<file path="src/rtl/spi_flash_pkg.sv">
// Shared definitions for the SPI flash master: default IO addresses,
// CTRL register bit positions and the shift-engine state encoding.
package spi_flash_pkg;

    localparam logic [15:0] DEF_ADR_DATA = 16'h0400;
    localparam logic [15:0] DEF_ADR_CTRL = 16'h0401;
    localparam logic [3:0]  DEF_DIV      = 4'd1;

    // CTRL register layout: {busy, ovr, 2'b0, div, 7'b0, cs}
    localparam int CTRL_CS     = 0;
    localparam int CTRL_DIV_LO = 8;
    localparam int CTRL_DIV_HI = 11;
    localparam int CTRL_OVR    = 14;
    localparam int CTRL_BUSY   = 15;

    typedef enum logic [1:0] {
        ST_IDLE = 2'd0,
        ST_LOW  = 2'd1,
        ST_HIGH = 2'd2
    } spi_state_t;

endpackage

</file>
<file path="src/rtl/spi_flash_master_if.sv">
// CPU IO bus as seen by the SPI flash master.
//   io_wr/io_rd : one-cycle strobes from the CPU
//   mem_addr    : IO address
//   dout        : CPU write data
//   io_din_spi  : read data returned to the top-level OR-mux
interface spi_flash_master_if;
    logic        io_wr;
    logic        io_rd;
    logic [15:0] mem_addr;
    logic [15:0] dout;
    logic [15:0] io_din_spi;

    modport master (output io_wr, io_rd, mem_addr, dout, input io_din_spi);
    modport slave  (input io_wr, io_rd, mem_addr, dout, output io_din_spi);
endinterface

</file>
<file path="src/rtl/spi_shift_engine.sv">
// Mode-0, MSB-first byte shifter with programmable SCK half period.
//   start   : load tx_byte and begin a transfer (honoured only when idle)
//   tx_byte : byte to send
//   div     : half period is div+1 clk cycles
//   miso    : serial data in, sampled as sck rises
//   busy    : transfer in progress
//   rx_byte : last completed received byte
//   sck     : serial clock, idles low
//   mosi    : serial data out; holds the final bit after a transfer
module spi_shift_engine
    import spi_flash_pkg::*;
(
    input  logic       clk,
    input  logic       resetq,
    input  logic       start,
    input  logic [7:0] tx_byte,
    input  logic [3:0] div,
    input  logic       miso,
    output logic       busy,
    output logic [7:0] rx_byte,
    output logic       sck,
    output logic       mosi
);

    spi_state_t state, state_nxt;
    logic [3:0] cnt;
    logic [2:0] bitcnt;
    logic [7:0] tx_sh;
    logic [7:0] rx_sh;
    logic       tick;

    // Down counter reloaded with div on every state entry; tick ends the phase.
    assign tick = (cnt == 4'd0);

    always_comb begin
        state_nxt = state;
        case (state)
            ST_IDLE: if (start) state_nxt = ST_LOW;
            ST_LOW:  if (tick)  state_nxt = ST_HIGH;
            ST_HIGH: if (tick)  state_nxt = (bitcnt == 3'd7) ? ST_IDLE : ST_LOW;
            default:            state_nxt = ST_IDLE;
        endcase
    end

    always_ff @(posedge clk or negedge resetq) begin
        if (!resetq) state <= ST_IDLE;
        else         state <= state_nxt;
    end

    always_ff @(posedge clk or negedge resetq) begin
        if (!resetq) begin
            cnt     <= 4'd0;
            bitcnt  <= 3'd0;
            tx_sh   <= 8'd0;
            rx_sh   <= 8'd0;
            rx_byte <= 8'd0;
        end else begin
            case (state)
                ST_IDLE: begin
                    if (start) begin
                        tx_sh  <= tx_byte;
                        bitcnt <= 3'd0;
                        cnt    <= div;
                    end
                end
                ST_LOW: begin
                    if (tick) begin
                        cnt   <= div;
                        rx_sh <= {rx_sh[6:0], miso};
                    end else begin
                        cnt <= cnt - 4'd1;
                    end
                end
                ST_HIGH: begin
                    if (tick) begin
                        cnt <= div;
                        if (bitcnt == 3'd7) begin
                            rx_byte <= rx_sh;
                        end else begin
                            bitcnt <= bitcnt + 3'd1;
                            // No shift after the last bit so mosi keeps bit0.
                            tx_sh  <= {tx_sh[6:0], 1'b0};
                        end
                    end else begin
                        cnt <= cnt - 4'd1;
                    end
                end
                default: ;
            endcase
        end
    end

    assign sck  = (state == ST_HIGH);
    assign busy = (state != ST_IDLE);
    assign mosi = tx_sh[7];

endmodule

</file>
<file path="src/rtl/spi_flash_master.sv">
// Byte-wide SPI flash master on the j1 IO bus.
//   clk, resetq : system clock, async active-low reset
//   bus         : CPU IO bus (slave side); DATA and CTRL registers
//   spi_sck     : serial clock
//   spi_mosi    : serial data out
//   spi_miso    : serial data in
//   spi_cs_n    : chip select, driven only by software via CTRL.cs
//   busy        : transfer in progress
module spi_flash_master
    import spi_flash_pkg::*;
#(
    parameter logic [15:0] ADR_DATA    = DEF_ADR_DATA,
    parameter logic [15:0] ADR_CTRL    = DEF_ADR_CTRL,
    parameter logic [3:0]  DEFAULT_DIV = DEF_DIV
) (
    input  logic               clk,
    input  logic               resetq,
    spi_flash_master_if.slave  bus,
    output logic               spi_sck,
    output logic               spi_mosi,
    input  logic               spi_miso,
    output logic               spi_cs_n,
    output logic               busy
);

    logic       cs;
    logic       ovr;
    logic [3:0] div;
    logic [7:0] rx_byte;
    logic       hit_data, hit_ctrl;
    logic       wr_data, wr_ctrl, rd_ctrl;
    logic       start;
    logic [15:0] ctrl_val;
    logic [15:0] rd_val;

    assign hit_data = (bus.mem_addr == ADR_DATA);
    assign hit_ctrl = (bus.mem_addr == ADR_CTRL);
    assign wr_data  = bus.io_wr & hit_data;
    assign wr_ctrl  = bus.io_wr & hit_ctrl;
    assign rd_ctrl  = bus.io_rd & hit_ctrl;
    assign start    = wr_data & ~busy;

    always_ff @(posedge clk or negedge resetq) begin
        if (!resetq) begin
            cs  <= 1'b0;
            div <= DEFAULT_DIV;
            ovr <= 1'b0;
        end else begin
            if (wr_ctrl && !busy) begin
                cs  <= bus.dout[CTRL_CS];
                div <= bus.dout[CTRL_DIV_HI:CTRL_DIV_LO];
            end
            // A write rejected for being busy beats a status read in the same cycle.
            if ((wr_ctrl || wr_data) && busy) ovr <= 1'b1;
            else if (rd_ctrl)                 ovr <= 1'b0;
        end
    end

    assign spi_cs_n = ~cs;

    spi_shift_engine u_engine (
        .clk     (clk),
        .resetq  (resetq),
        .start   (start),
        .tx_byte (bus.dout[7:0]),
        .div     (div),
        .miso    (spi_miso),
        .busy    (busy),
        .rx_byte (rx_byte),
        .sck     (spi_sck),
        .mosi    (spi_mosi)
    );

    always_comb begin
        ctrl_val = 16'd0;
        ctrl_val[CTRL_BUSY]               = busy;
        ctrl_val[CTRL_OVR]                = ovr;
        ctrl_val[CTRL_DIV_HI:CTRL_DIV_LO] = div;
        ctrl_val[CTRL_CS]                 = cs;
    end

    // Decoded on address alone so it can be OR-ed into the top-level mux.
    always_comb begin
        rd_val = 16'd0;
        if (hit_data)      rd_val = {8'd0, rx_byte};
        else if (hit_ctrl) rd_val = ctrl_val;
    end

    assign bus.io_din_spi = rd_val;

endmodule
</file>
<file path="src/flat_wrapper.sv">
// flat-port wrapper written by rule: the top's interface ports become plain ports
module spi_flash_master_flat import spi_flash_pkg::*;
#(
    parameter logic [15:0] ADR_DATA    = DEF_ADR_DATA,
    parameter logic [15:0] ADR_CTRL    = DEF_ADR_CTRL,
    parameter logic [3:0]  DEFAULT_DIV = DEF_DIV
)
  (clk, resetq, spi_sck, spi_mosi, spi_miso, spi_cs_n, busy, bus_io_wr, bus_io_rd, bus_mem_addr, bus_dout, bus_io_din_spi);
  spi_flash_master_if bus_i ();
  input  logic clk;
  input  logic resetq;
  output logic spi_sck;
  output logic spi_mosi;
  input  logic spi_miso;
  output logic spi_cs_n;
  output logic busy;
  input wire logic [$bits(bus_i.io_wr)-1:0] bus_io_wr;
  input wire logic [$bits(bus_i.io_rd)-1:0] bus_io_rd;
  input wire logic [$bits(bus_i.mem_addr)-1:0] bus_mem_addr;
  input wire logic [$bits(bus_i.dout)-1:0] bus_dout;
  output wire logic [$bits(bus_i.io_din_spi)-1:0] bus_io_din_spi;
  assign bus_i.io_wr = bus_io_wr;
  assign bus_i.io_rd = bus_io_rd;
  assign bus_i.mem_addr = bus_mem_addr;
  assign bus_i.dout = bus_dout;
  assign bus_io_din_spi = bus_i.io_din_spi;
  spi_flash_master #(.ADR_DATA(ADR_DATA), .ADR_CTRL(ADR_CTRL), .DEFAULT_DIV(DEFAULT_DIV)) u_core (.clk(clk), .resetq(resetq), .bus(bus_i), .spi_sck(spi_sck), .spi_mosi(spi_mosi), .spi_miso(spi_miso), .spi_cs_n(spi_cs_n), .busy(busy));
endmodule
</file>
<file path="config.mk">
export PLATFORM = sky130hd
export DESIGN_NAME = spi_flash_master_flat
export DESIGN_NICKNAME = d
export VERILOG_FILES = /design/src/rtl/spi_flash_pkg.sv /design/src/rtl/spi_flash_master_if.sv /design/src/rtl/spi_shift_engine.sv /design/src/rtl/spi_flash_master.sv /design/src/flat_wrapper.sv
export SDC_FILE = /design/constraint.sdc
export NUM_CORES = 1
export LEC_CHECK = 0
export ABC_AREA = 1
export CORE_ASPECT_RATIO = 2
export CORE_MARGIN = 1
export CORE_UTILIZATION = 50
export CTS_CLUSTER_DIAMETER = 200
export DETAILED_ROUTE_END_ITERATION = 6
export GPL_ROUTABILITY_DRIVEN = 0
export PLACE_DENSITY = 0.9
export SLEW_MARGIN = 0
export SYNTH_ARGS = -nofsm -noshare
export SYNTH_HDL_FRONTEND = slang
export SYNTH_HIERARCHICAL = 1
export SYNTH_SLANG_ARGS = --single-unit
</file>
<file path="constraint.sdc">
create_clock -name clk -period 1.7 [get_ports clk]
set_input_delay 0.255 -clock clk [delete_from_list [all_inputs] [get_ports clk]]
set_output_delay 0.255 -clock clk [all_outputs]
set_load 0.05 [all_outputs]
</file>
### Word-level counts from Yosys, hierarchy flattened

Index checks and enable logic that the tools add are counted.

* add/sub/neg operators: 2
* eq/ne operators: 9
* muxes and demuxes: 20
* bitwise logic cells: 6
* reductions and logical operators: 16

Operators with widths (number)
* $eq A16 B11 Y1 const B: 2
* $mux W16: 2
* $mux W8: 3
* $pmux W8 S2: 1
* $mux W3: 3
* $mux W4: 2
* $pmux W4 S2: 1
* $reduce_bool A2 Y1: 4
* $mux W2: 3
* $pmux W2 S3: 1
* $pmux W3 S2: 1
* $reduce_and A3 Y1: 2
* $and A1 B1 Y1: 4
* $logic_not A4 Y1: 1
* $ne A2 B1 Y1 const B: 2
* $ne A2 B2 Y1 const B: 2
* $reduce_and A2 Y1: 2
* $reduce_and A4 Y1: 1
* $sub A4 B1 Y4 const B: 1
* $add A3 B1 Y3 const B: 1
* $eq A3 B3 Y1 const B: 1
* $mux W1: 3
* $eq A2 B1 Y1 const B: 1
* $eq A2 B2 Y1 const B: 1
* other kinds (6): 8

* register bits: 39
* word-level logic and storage cells: 62

### Depth between registers and ports, before layout

Gate-level depths: netlist of the first run.

* word-level depth: 5
* depth in mapped cells: 12

### Modules after synthesis

Netlist of the first run, hierarchy kept.

Modules (own cells, without submodules)
* spi_shift_engine: instances 1, cells an instance 180, area an instance 1707.9 um2
* spi_flash_master: instances 1, cells an instance 98, area an instance 646.9 um2

### Worst setup path after synthesis of the first run

OpenSTA, ideal clock, no wires.

* path kind: register to output
* start point: register u_core.u_engine.state[0]
* end point: output port bus_io_din_spi[15]
* arrival: 1.984 ns
* slack: -0.539 ns
* stages on the path, launching flop included: 6
* cells stage by stage: dfrtp_1 inv_1 ha_1 inv_1 inv_1 nor2_1

* word-level cells in the longest chain between the ends: 3

RTL lines
* from (decl): line spi_shift_engine.sv:25 `spi_state_t state, state_nxt;`
* from (signal assigned): line spi_shift_engine.sv:47 `else state <= state_nxt;`
* $reduce_bool A2 Y1: line spi_shift_engine.sv:94 `assign busy = (state != ST_IDLE);`
* net busy: line flat_wrapper.sv:16 `output logic busy;`
* $mux W16: line spi_flash_master.sv:86 `else if (hit_ctrl) rd_val = ctrl_val;`
* $mux W16: line spi_flash_master.sv:85 `if (hit_data) rd_val = {8'd0, rx_byte};`
* to (decl): line flat_wrapper.sv:21 `output wire logic [$bits(bus_i.io_din_spi)-1:0] bus_io_din_spi;`

The timed path passes the listed nets, and every way through them passes these cells.

### Final worst setup path of the first run

* start point: register u_core.u_engine.state[0]
* end point: output port spi_sck

* word-level cells in the longest chain between the ends: 1

RTL lines
* $eq A2 B2 Y1: line spi_shift_engine.sv:93 `assign sck = (state == ST_HIGH);`
* to (decl): line flat_wrapper.sv:12 `output logic spi_sck;`

No other way between the ends.

==> results of run 1 <==
cell usage in the layout, fill, tap and decap left out, types with 8 or more instances in the layout:
master,instances
clkdlybuf4s50_1,15
inv_1,38
nand2_1,63
nand2_2,17
clkdlybuf4s15_1,8
nor2_2,15
buf_4,21
o21ai_0,10
nand3_1,8
o21ai_2,21
buf_12,18
dfrtp_1,38
final timing paths:
kind | endpoint | start | slack, ns | cells past startpoint
max reg2reg | u_core/u_engine/state[0] | u_core/u_engine/state[1] | -0.01 | 10
min | u_core/u_engine/cnt[3] | resetq | -0.006 | 2
min reg2reg | u_core/u_engine/rx_byte[3] | u_core/u_engine/rx_byte[3] | 0.49 | 2
max in group asynchronous | u_core/div[0] | resetq | 1.34 | 2
min in group clk | u_core/div[0] | bus_mem_addr[10] | 0.47 | 7
max | spi_sck | u_core/u_engine/state[0] | -0.02 | 4
logic make-up after synthesis:
kind of cell	after synthesis
AOI/OAI and AO/OA	34
other	1
buffers and inverters	54
muxes	7
adders and majority gates	7
DFF	39
and+or+nand+nor	136
power by group:
group | internal (mW) | switching [mW] | leakage (nW)
sequential | 1.16 | 0.158 | 0.513
clock | 0.475 | 0.320 | 0.0612
combinational | 1.05 | 1.34 | 1.08
registers in the layout, indices dropped and copies added (netlist names):
register                 cells
u_core/u_engine/rx_sh        8
u_core/u_engine/bitcnt       3
u_core/u_engine/rx_byte      8
u_core/u_engine/tx_sh        8
u_core/u_engine/cnt          4
u_core/cs                    1
u_core/div                   4
u_core/u_engine/state        2
u_core/ovr                   1
metrics by stage:
step                cells  TNS [ns]
floorplan             279         0
global placement      392    -6.599
detailed placement    392    -7.715
CTS                   407         0
global route          411   -0.2203
finish                411  -0.02875
layout make-up:
type / count / area [um^2]
flip-flops and latches: 39 / 977.2
well taps: 55 / 68.82
fillers: 280 / 1044
clock buffers: 6 / 82.58
inverters: 46 / 178.9
repair buffers: 77 / 894.6
multi-input cells: 186 / 1274
clock inverters: 2 / 35.03
layer usage:
layer	vias up	GRT usage	wire, um
met4	0	0.1004	224
met1	1003	0.2578	2033
met5	-	0	0
met3	19	0.03549	212
li1	1010	-	-
met2	82	0.4400	3503
repair_timing:
| item | in CTS | in global routing |
|---|---|---|
| gates cloned | 0 | 2 |
| resized for setup | 64 | 18 |
| hold buffers | 0 | 0 |
| buffers inserted | 8 | 3 |
| endpoints found under the setup margin | 15 | 30 |
| pin swaps | 17 | 16 |
| hold endpoints to repair | 0 | 0 |
critical path: cells and delay by family, from the launching register on:
family / cells / cell delay, ns
flip-flops: 1 / 0.41
buffers and inverters: 3 / 0.44
adder cells (fa/ha/maj): 1 / 0.31
==> impl_metrics.yaml, run 1 <==
setup_path:
  end_kind: "output pin"
  cpPeakStageDelay_ns: 0.41
  startpoint_type: "flip-flop"
  crit_fanout: 9
  crit_chain: "inv_2, ha_2, buf_6, buf_12"
  path_class: "reg -> out"
  critPathRequiredTime_ns: 1.44
  cp.arrival_ns: 1.46
  slowest_stage: "dfrtp_1"
route:
  drtPass1Iterations: 4
  routed_wl_um: 5974
  drc: 0
  drtIter0Drc: 63
  vias: 2114
  route.detailed.wl_per_inst_um: 14.54
  vias_per_cell: 5.144
  antenna_left: 0
power_and_ir_drop:
  ir_worst_vdd_mv: 1.162
  power.density_nw_per_um2: 1284
  p_leak_nw: 1.655
  p_total_mw: 4.506
logic_synthesis:
  synthesis.instances: 278
  yosys_warnings: 6
  synth_edf_count: 0
  synthTopCellsByCount: "nand2_1, inv_1, dfrtp_1"
  synth-compound-area-share: 0.1052
  synth-main-ff-cell: "dfrtp_1"
  yosysTopAreaCellShare: 0.4038
  synthArstFlopShare: 1.000
  synth_top_family_by_area: "simple AND/OR/NAND/NOR gates"
  syn_area_um2: 2355
  synth_cell_types: 29
  synth.most_common_cell: "nand2_1"
  netlist.top_cell.by_area: "dfrtp_1"
  synth_mux_area_frac: 0.02976
  synth-adder-area-share: 0.03719
  ys_ff_latch: 39
  synth_xor_area_frac: 0
  avgSynthCellArea_um2: 8.470
  synthSimpleGateAreaFrac: 0.3055
  seq_area_frac_synth: 0.4150
  yosys-top-cells-area: "dfrtp_1, nand2_1, o21ai_2"
grt:
  grt_pass1_vias: 2061
  grt_remaining_overflow: 0
  antenna_found_initial: 0
  grt_first_pass_wirelength_um: 9025
  grt_use_total: 0.2379
  grt_max_degree: 40
sta:
  drv_slew: 0
  post-route-period-util: 1.010
  setup_ws_ns: -0.01745
  setup_violations: 2
  hold_ws_ns: -0.006071
  finClkSkew_ns: 0.008197
  rsz0062_at_grt: "yes"
  period_needed_ns: 1.717
  fmax_mhz: 582.3
  hold_viol_final: 3
clock_network:
  clock_path_buffers: 2
  cts_buffers: 5
  clkLatencyLatePin_ns: 0.30
  cts-root-buf: "clkbuf_8"
  htreeDepth: 2
  cts.sinks: 39
  clk_pin_slew_ns: 0.08
  cts_tree: "built"
floorplanning:
  start_util: 0.5170
  fp.coreArea_um2: 4554
  io_pins: 57
  die_y_um: 99.05
  row_count: 35
  die_area_um2: 5005
  fp.dieW_um: 50.53
status:
  violations: "negative hold slack, negative setup slack"
  outcome: "finished, violations left"
place:
  dpl_worst_slack_ns: -0.2910
  dp.final_hpwl_um: 3832
  portBuffers: 50
  dpl_cell_area_um2: 3179
final_layout:
  final_core_util: 0.7709
  final_cell_area_um2: 3511
  drive_above_1_share: 0.4157
  fin_nets: 399
  antenna_cells: 0
  synthToLayoutAreaGrowth_pct: 49.10
job:
  drv_cap: 0
hold_path:
  hp-class: "in -> async"
Power figures use the tool's default switching activity.
==> run 2, diff against run 1 <==
--- a/config.mk
+++ b/config.mk
@@ -8,11 +8,11 @@
 export ABC_AREA = 1
 export CORE_ASPECT_RATIO = 2
 export CORE_MARGIN = 1
-export CORE_UTILIZATION = 50
+export CORE_UTILIZATION = 35
 export CTS_CLUSTER_DIAMETER = 200
 export DETAILED_ROUTE_END_ITERATION = 6
 export GPL_ROUTABILITY_DRIVEN = 0
-export PLACE_DENSITY = 0.9
+export PLACE_DENSITY = 0.69
 export SLEW_MARGIN = 0
 export SYNTH_ARGS = -nofsm -noshare
 export SYNTH_HDL_FRONTEND = slang
==> run 2 against run 1 <==
  * The run ends with design-rule violations left
  * Fmax up 4.3%
  * Count of clock-buffer cells in the layout did not move
  * First-iteration DRC count increased by 6.3%
  * Hold slack better by 0.028 ns
  * Final area is essentially flat
  * Die area up 41%
  * Via count shrank 3.7%
  * Clock skew fell by 0.0053 ns
  * Register-to-register slack better by 0.11 ns
  * Wire length fell by 15%
  * Final cell count up 7.5%
  * Critical path type unchanged
  * Critical endpoint is now bus_io_din_spi[15]
  * Largest cell class unchanged
==> impl_metrics.yaml, run 2 (synthesis results as in run 1) <==
power_and_ir_drop:
  p_leak_nw: 1.638
  p_total_mw: 4.194
  power.density_nw_per_um2: 1194
  ir_worst_vdd_mv: 0.7921
floorplanning:
  fp.dieW_um: 60
  fp.coreArea_um2: 6569
  io_pins: 57
  start_util: 0.3585
  row_count: 42
  die_area_um2: 7080
  die_y_um: 118
hold_path:
  hp-class: "in -> async"
route:
  drtPass1Iterations: 6
  routed_wl_um: 5081
  drc: 1
  vias: 2035
  route.detailed.wl_per_inst_um: 11.50
  drtIter0Drc: 67
  vias_per_cell: 4.604
  antenna_left: 0
status:
  outcome: "finished, violations left"
  violations: "design-rule violations"
sta:
  setup-tns-final_ns: 0
  setup_violations: 0
  setup_ws_ns: 0.05366
  fmax_mhz: 607.4
  drv_slew: 0
  hold_ws_ns: 0.02183
  rsz0062_at_grt: "yes"
  finClkSkew_ns: 0.002905
  post-route-period-util: 0.9684
  period_needed_ns: 1.646
  hold_viol_final: 0
final_layout:
  drive_above_1_share: 0.4124
  stdcell_count: 442
  final_cell_mix: "nand2_1, inv_1, dfrtp_1"
  synthToLayoutAreaGrowth_pct: 49.15
  fillCellCount: 598
  reg_top3: "u_core/u_engine/rx_byte x8, u_core/u_engine/rx_sh x8, u_core/u_engine/tx_sh x8"
  final_common_cell: "nand2_1"
  final_cell_area_um2: 3512
  antenna_cells: 0
  final_core_util: 0.5347
  fin_nets: 399
setup_path:
  crit_chain: "inv_2, ha_4, clkinvlp_4, inv_4, nor2_4, buf_12"
  end_kind: "output pin"
  path_class: "reg -> out"
  crit_buf_inv: 4
  cpPeakStageDelay_ns: 0.43
  startpoint_type: "flip-flop"
  cp.arrival_ns: 1.39
  crit_fanout: 5
  cp_top_family: "buffers and inverters"
  slowest_stage: "dfrtp_2"
  critPathRequiredTime_ns: 1.44
place:
  dp.cells: 427
  dp.final_hpwl_um: 3931
  dpl_worst_slack_ns: -0.2809
  dpl_cell_area_um2: 3223
  portBuffers: 50
grt:
  grt_use_total: 0.1608
  grt_pass1_vias: 2019
  grt_remaining_overflow: 0
  grt_first_pass_wirelength_um: 8604
  grt_max_degree: 40
  antenna_found_initial: 0
clock_network:
  cts.sinks: 39
  clock_path_buffers: 2
  htreeDepth: 2
  clkLatencyLatePin_ns: 0.28
  cts_tree: "built"
  cts-root-buf: "clkbuf_16"
  ctsHoldBuffers: 0
  clk_pin_slew_ns: 0.05
  cts_buffers: 5
job:
  drv_cap: 0
==> run 2: report_power, final <==
group          total, mW  switching, mW  internal, mW
Clock              0.852          0.326         0.527
Sequential          1.32          0.153          1.17
Combinational       2.02           1.17         0.846
Total               4.19           1.65          2.54
==> run 2: area by class of cell <==
class / instances / area [um^2] / share of cell area
Sequential cell: 39 / 978.4 / 0.2786
Clock buffer: 6 / 128.9 / 0.03669
Inverter: 46 / 178.9 / 0.05094
Multi-Input combinational cell: 186 / 1279 / 0.3641
Tap cell: 88 / 110.1 / 0.03135
Timing Repair Buffer: 77 / 837.1 / 0.2383
==> run 2: layer usage <==
| metal | global-route usage | vias to the layer above | share of wire |
|---|---|---|---|
| li1 | - | 1008 | - |
| met1 | 0.1625 | 973 | 0.36 |
| met2 | 0.3000 | 43 | 0.58 |
| met3 | 0.02637 | 11 | 0.034 |
| met4 | 0.07122 | 0 | 0.026 |
| met5 | 0 | - | 0 |
==> run 2: worst paths after layout <==
check / start / end / slack (ns) / depth (start not counted)
hold reg to reg: u_core/u_engine/cnt[1] / u_core/u_engine/cnt[1] / 0.48 / 2
setup reg to reg: u_core/u_engine/state[1] / u_core/u_engine/cnt[2] / 0.10 / 10
setup / recovery: u_core/u_engine/state[1] / bus_io_din_spi[15] / 0.05 / 6
hold / removal: resetq / u_core/u_engine/cnt[2] / 0.02 / 2
max in group asynchronous: resetq / u_core/u_engine/state[1] / 1.31 / 2
min in group clk: bus_mem_addr[10] / u_core/div[0] / 0.47 / 7
==> run 2: what timing repair did <==
action,CTS,global route
endpoints found under the setup margin,15,23
cloned,0,0
setup buffers,3,6
pin swaps,16,16
resized for setup,54,31
==> variant 1, RTL diff (config.mk and constraints of run 2) <==
Add an input register stage for `spi_miso`; this delays it by one clock. The other inputs are not delayed to match.
--- a/src/rtl/spi_flash_master.sv
+++ b/src/rtl/spi_flash_master.sv
@@ -23,4 +23,10 @@
     output logic               busy
 );
+
+    logic spi_miso_q;
+
+    always_ff @(posedge clk) begin
+        spi_miso_q <= spi_miso;
+    end
 
     logic       cs;
@@ -65,5 +71,5 @@
         .tx_byte (bus.dout[7:0]),
         .div     (div),
-        .miso    (spi_miso),
+        .miso    (spi_miso_q),
         .busy    (busy),
         .rx_byte (rx_byte),
Behaviour: same outputs for any inputs over 10 cycles, from zero or initial values and one cycle with resetq low; that may be too few to reach the edited logic, so the function may still have changed.
==> variant 1 against run 2 <==
Total power grew 0.92%; register-to-register slack gained 40 ps; core utilization grew 0.55 points; via count shrank 2.8%; worst setup slack lost 40 ps; cell area shrank 2.2%; sequential cell count grew 1; synthesized area shrank 1.1%; wire length shrank 2.6%; highest routed layer unchanged.
==> variant 1: results (changes against run 2) <==
Setup path
  • CP delay by family, top: simple AND/OR/NAND/NOR gates (was buffers and inverters)
  • R2r startpoint: u_core/u_engine/state[0] (was u_core/u_engine/state[1])
  • WP data arrival: 1430 ps (was 1390 ps)
  • Slowest stage cell, crit path: dlygate4sd2_1 (was dfrtp_2)
  • Worst path max stage delay: 260 ps (was 430 ps)
  • Worst r2r dst: u_core/u_engine/tx_sh[6] (was u_core/u_engine/cnt[2])
  • Worst reg2reg setup slack: 140 ps (was 100 ps)
  • Crit path max fanout: 6 (was 5)

Synth
  • Mux contribution to synthesized area: 0.03008 (was 0.02976)
  • Cells taking the most area after synthesis: dfrtp_1, nand2_1, o21ai_2 (unchanged)
  • Synth Area in Compound Gates: 0.1042 (was 0.1052)
  • Post-Synth XOR/XNOR Area: 0 (unchanged)
  • Adder-Cell Fraction of Synth Area: 0.03759 (was 0.03719)
  • Ys flop type: dfrtp_1 (unchanged)
  • Post-synth top cells: nand2_1, inv_1, dfrtp_1, nor2_1, o21ai_2 (unchanged)
  • Seq/Total Area, Yosys: 0.4280 (was 0.4150)
  • Main combinational cell family by area after synthesis: simple AND/OR/NAND/NOR gates (unchanged)
  • Ys async rst share: 0.9750 (was 1.000)
  • Yosys warns: 6 (unchanged)
  • Unique masters post-synth: 29 (unchanged)

Detailed routing
  • Vias: 1978 (was 2035)
  • Initial DRT Pass Iterations: 4 (was 6)
  • WL/cell: 11.15 um (was 11.50 um)
  • Initial drt markers: 53 (was 67)

Status
  • Status: finished clean (was finished with violations)

Pwr
  • Leakage: 1.631 nW (was 1.638 nW)
  • VDD IR max: 0.8384 mV (was 0.7921 mV)

Global route
  • GR Layer Usage met2: 0.2771 (was 0.3000)
  • Antenna violations before repair: 0 (unchanged)
  • M1 GR Usage: 0.1536 (was 0.1625)
  • GRT Total Usage: 0.1546 (was 0.1608)
  • GR Util met3: 0.03197 (was 0.02637)
  • Vias in the first global route: 1996 (was 2019)
  • Global-route wire length before repair: 8.314 mm (was 8.604 mm)
  • Largest net degree at the start of global routing: 18 (was 40)

Timing
  • Clock Skew: 5.445 ps (was 2.905 ps)
  • Final hold slack: 406.6 ps (was 21.83 ps)

Clock network
  • Htree depth: 2 (unchanged)
  • Clk Latency, worst-skew pair: 280 ps (about the same)
  • Clk buf depth: 2 (unchanged)
  • Worst-path clk slew: 50 ps (about the same)

Placement
  • Dpl hpwl: 3.838 mm (was 3.931 mm)
  • Pre-CTS setup slack: -282.4 ps (was -280.9 ps)
  • PortBufs: 50 (unchanged)
  • Dpl cell area: 3192 sq um (was 3223 sq um)

Final layout
  • Layout cells sized above 1: 0.3659 (was 0.4124)
  • # fillers: 621 (was 598)
  • Final #Nets: 401 (was 399)
[variant 1: area by class of cell]
| type | instances | area, sq um | share of cell area |
|---|---|---|---|
| Clock buffer | 6 | 138.9 | 0.04042 |
| Clock inverter | 2 | 10.01 | 0.002913 |
| Timing Repair Buffer | 73 | 828.3 | 0.2411 |
| Multi-Input combinational cell | 187 | 1155 | 0.3361 |
| Tap cell | 86 | 107.6 | 0.03132 |
| Sequential cell | 40 | 997.2 | 0.2902 |
| Inverter | 50 | 198.9 | 0.05790 |
[variant 1: where the power goes]
| part | switching (mW) | leakage, nW | internal [mW] |
|---|---|---|---|
| Sequential | 0.147 | 0.521 | 1.20 |
| Combinational | 1.14 | 1.03 | 0.818 |
| Clock | 0.357 | 0.0766 | 0.578 |
[variant 1: repair_timing]
| action | 4_1_cts | 5_1_grt |
|---|---|---|
| setup buffers | 4 | 3 |
| hold buffers | 1 | 0 |
| resized for setup | 40 | 13 |
| endpoints found under the hold margin | 12 | 0 |
| pin swaps | 12 | 13 |
| setup endpoints to repair | 14 | 10 |
[variant 1: worst max-delay path by stage]
stage	depth (start not counted)	slack [ps]	endpoint	start
after global routing	8	-40	bus_io_din_spi[6]	bus_mem_addr[3]
after detailed placement	13	-280	u_core/u_engine/tx_sh[6]	bus_mem_addr[10]
after global placement	10	-250	bus_io_din_spi[15]	bus_mem_addr[7]
final	9	10	bus_io_din_spi[15]	bus_mem_addr[1]
after floorplan	5	-20	bus_io_din_spi[1]	bus_mem_addr[7]
after CTS	10	3	bus_io_din_spi[15]	bus_mem_addr[5]
[variant 1: stage by stage]
step	total power, mW	cells
6_report	4.233	444
5_1_grt	4.531	444
4_1_cts	4.250	441
3_5_place_dp	3.293	429
3_3_place_gp	3.243	429
2_1_floorplan	2.726	285
[variant 1: cells by family (layout without fill, tap and decap cells)]
logic type,Yosys count,in the layout
adders and majority gates,7,7
other,1,2
and+or+nand+nor,138,138
buffers and inverters,58,131
muxes,7,7
DFF,40,40
AOI/OAI and AO/OA,33,33
[variant 1: per-layer routing]
| layer | wire, um | vias up | part of all wire |
|---|---|---|---|
| met4 | 127 | 0 | 0.026 |
| met5 | 0 | - | 0 |
| met1 | 1832 | 900 | 0.37 |
| met3 | 239 | 9 | 0.048 |
| li1 | - | 1014 | - |
| met2 | 2749 | 55 | 0.56 |
==> variant 2, RTL diff (settings of run 2) <==
Without the edit above. The 3 states of `spi_state_t` get a one-hot encoding in 3 bits.
--- a/src/rtl/spi_flash_pkg.sv
+++ b/src/rtl/spi_flash_pkg.sv
@@ -14,8 +14,8 @@
     localparam int CTRL_BUSY   = 15;
 
-    typedef enum logic [1:0] {
-        ST_IDLE = 2'd0,
-        ST_LOW  = 2'd1,
-        ST_HIGH = 2'd2
+    typedef enum logic [2:0] {
+        ST_IDLE = 3'b001,
+        ST_LOW  = 3'b010,
+        ST_HIGH = 3'b100
     } spi_state_t;
 
Formal check against the unedited RTL: same outputs for any inputs over 10 cycles, from zero or initial values and one cycle with resetq low; not proved beyond that.
==> variant 2 against run 2 <==
Worst setup slack lost 19 ps; synthesized area shrank 1.2%; clock power is 5.3% higher; cell area shrank 1.4%; wire length up 9.7%; total power down 12%; maximum frequency is 1.1% lower; largest cell class unchanged; global-route usage increased by 1.8 points; sequential share of layout area up 1.1 points; critical endpoint unchanged; sequential cell count up 1.
==> variant 2: results (changes against run 2) <==
Status
  • Status: finished clean (was finished with violations)

Global route
  • Largest net degree at the start of global routing: 41 (was 40)
  • Global-route wire length before repair: 9.335 mm (was 8.604 mm)
  • GR Util met3: 0.02977 (was 0.02637)
  • Vias in the first global route: 2103 (was 2019)
  • M1 GR Usage: 0.1729 (was 0.1625)
  • GRT Total Usage: 0.1785 (was 0.1608)
  • GR Layer Usage met2: 0.3375 (was 0.3000)

Synth
  • Synth Area in Compound Gates: 0.06237 (was 0.1052)
  • Post-synth top cells: nand2_1, inv_1, dfrtp_1, nor2_1, nand3_1 (was nand2_1, inv_1, dfrtp_1, nor2_1, o21ai_2)
  • Cells taking the most area after synthesis: dfrtp_1, nand2_1, inv_1 (was dfrtp_1, nand2_1, o21ai_2)
  • Seq/Total Area, Yosys: 0.4312 (was 0.4150)

Detailed routing
  • WL met2: 3.340 mm (was 2.931 mm)
  • Total wire length: 5.576 mm (was 5.081 mm)
  • M1 WL: 1.922 mm (was 1.846 mm)
  • Initial DRT Pass Iterations: 4 (was 6)
  • Vias: 2114 (was 2035)
  • Initial drt markers: 54 (was 67)

Setup path
  • Worst Reg-to-Reg Cells: 9 (was 10)
  • R2r startpoint: u_core/u_engine/cnt[0] (was u_core/u_engine/state[1])
  • WP data arrival: 1410 ps (was 1390 ps)
  • Slowest stage cell, crit path: dfrtp_1 (was dfrtp_2)

Final layout
  • Final #Nets: 419 (was 399)
  • Multi-input gates: 218 (was 186)
  • # fillers: 602 (was 598)
  • FFs & Latches: 40 (was 39)
  • # clk buffers: 7 (was 6)
  • Non-Clock Buffer Count: 71 (was 77)
  • Fraction of area in multi-input gates: 0.3583 (was 0.3641)
  • Signal inverters: 43 (was 46)
  • Final non-clock buffer share: 0.2337 (was 0.2383)
  • ClkCell Share: 0.03973 (was 0.03669)
  • Layout cells sized above 1: 0.2947 (was 0.4124)

Pwr
  • Leakage: 1.749 nW (was 1.638 nW)

Timing
  • Clock Skew: 3.936 ps (was 2.905 ps)
  • Final hold slack: 16.81 ps (was 21.83 ps)
variant 2: changes by cell type after synthesis, moves of 5 or more:
cell            run 2  this run
nor2_1             21        30
mux2i_1             7         0
nand2_2            17         6
o21ai_2            20         6
nand2_1            66       115
nand3_1             8        13
variant 2: where the power goes:
group,total [mW],internal (mW),switching [mW],leakage [nW]
Sequential,1.35,1.21,0.141,0.504
Clock,0.897,0.542,0.355,0.0679
Combinational,1.46,0.559,0.902,1.18
Total,3.71,2.31,1.40,1.75
variant 2: repair_timing:
item,CTS,global route
gates resized for setup,61,20
setup buffers,5,3
setup endpoints to repair,26,22
hold buffers,0,0
pin swaps,17,15
hold endpoints to repair,0,0
variant 2: metrics by stage:
stage / instances / worst slack, ps / setup TNS (ps) / area [sq um]
finish: 466 / 34.62 / 0 / 3465
CTS: 463 / 1.679 / 0 / 3440
global route: 466 / -17.28 / -31.15 / 3465
global placement: 450 / -292.2 / -7678 / 3141
floorplan: 310 / 19.27 / 0 / 2350
detailed placement: 450 / -319.6 / -8239 / 3141
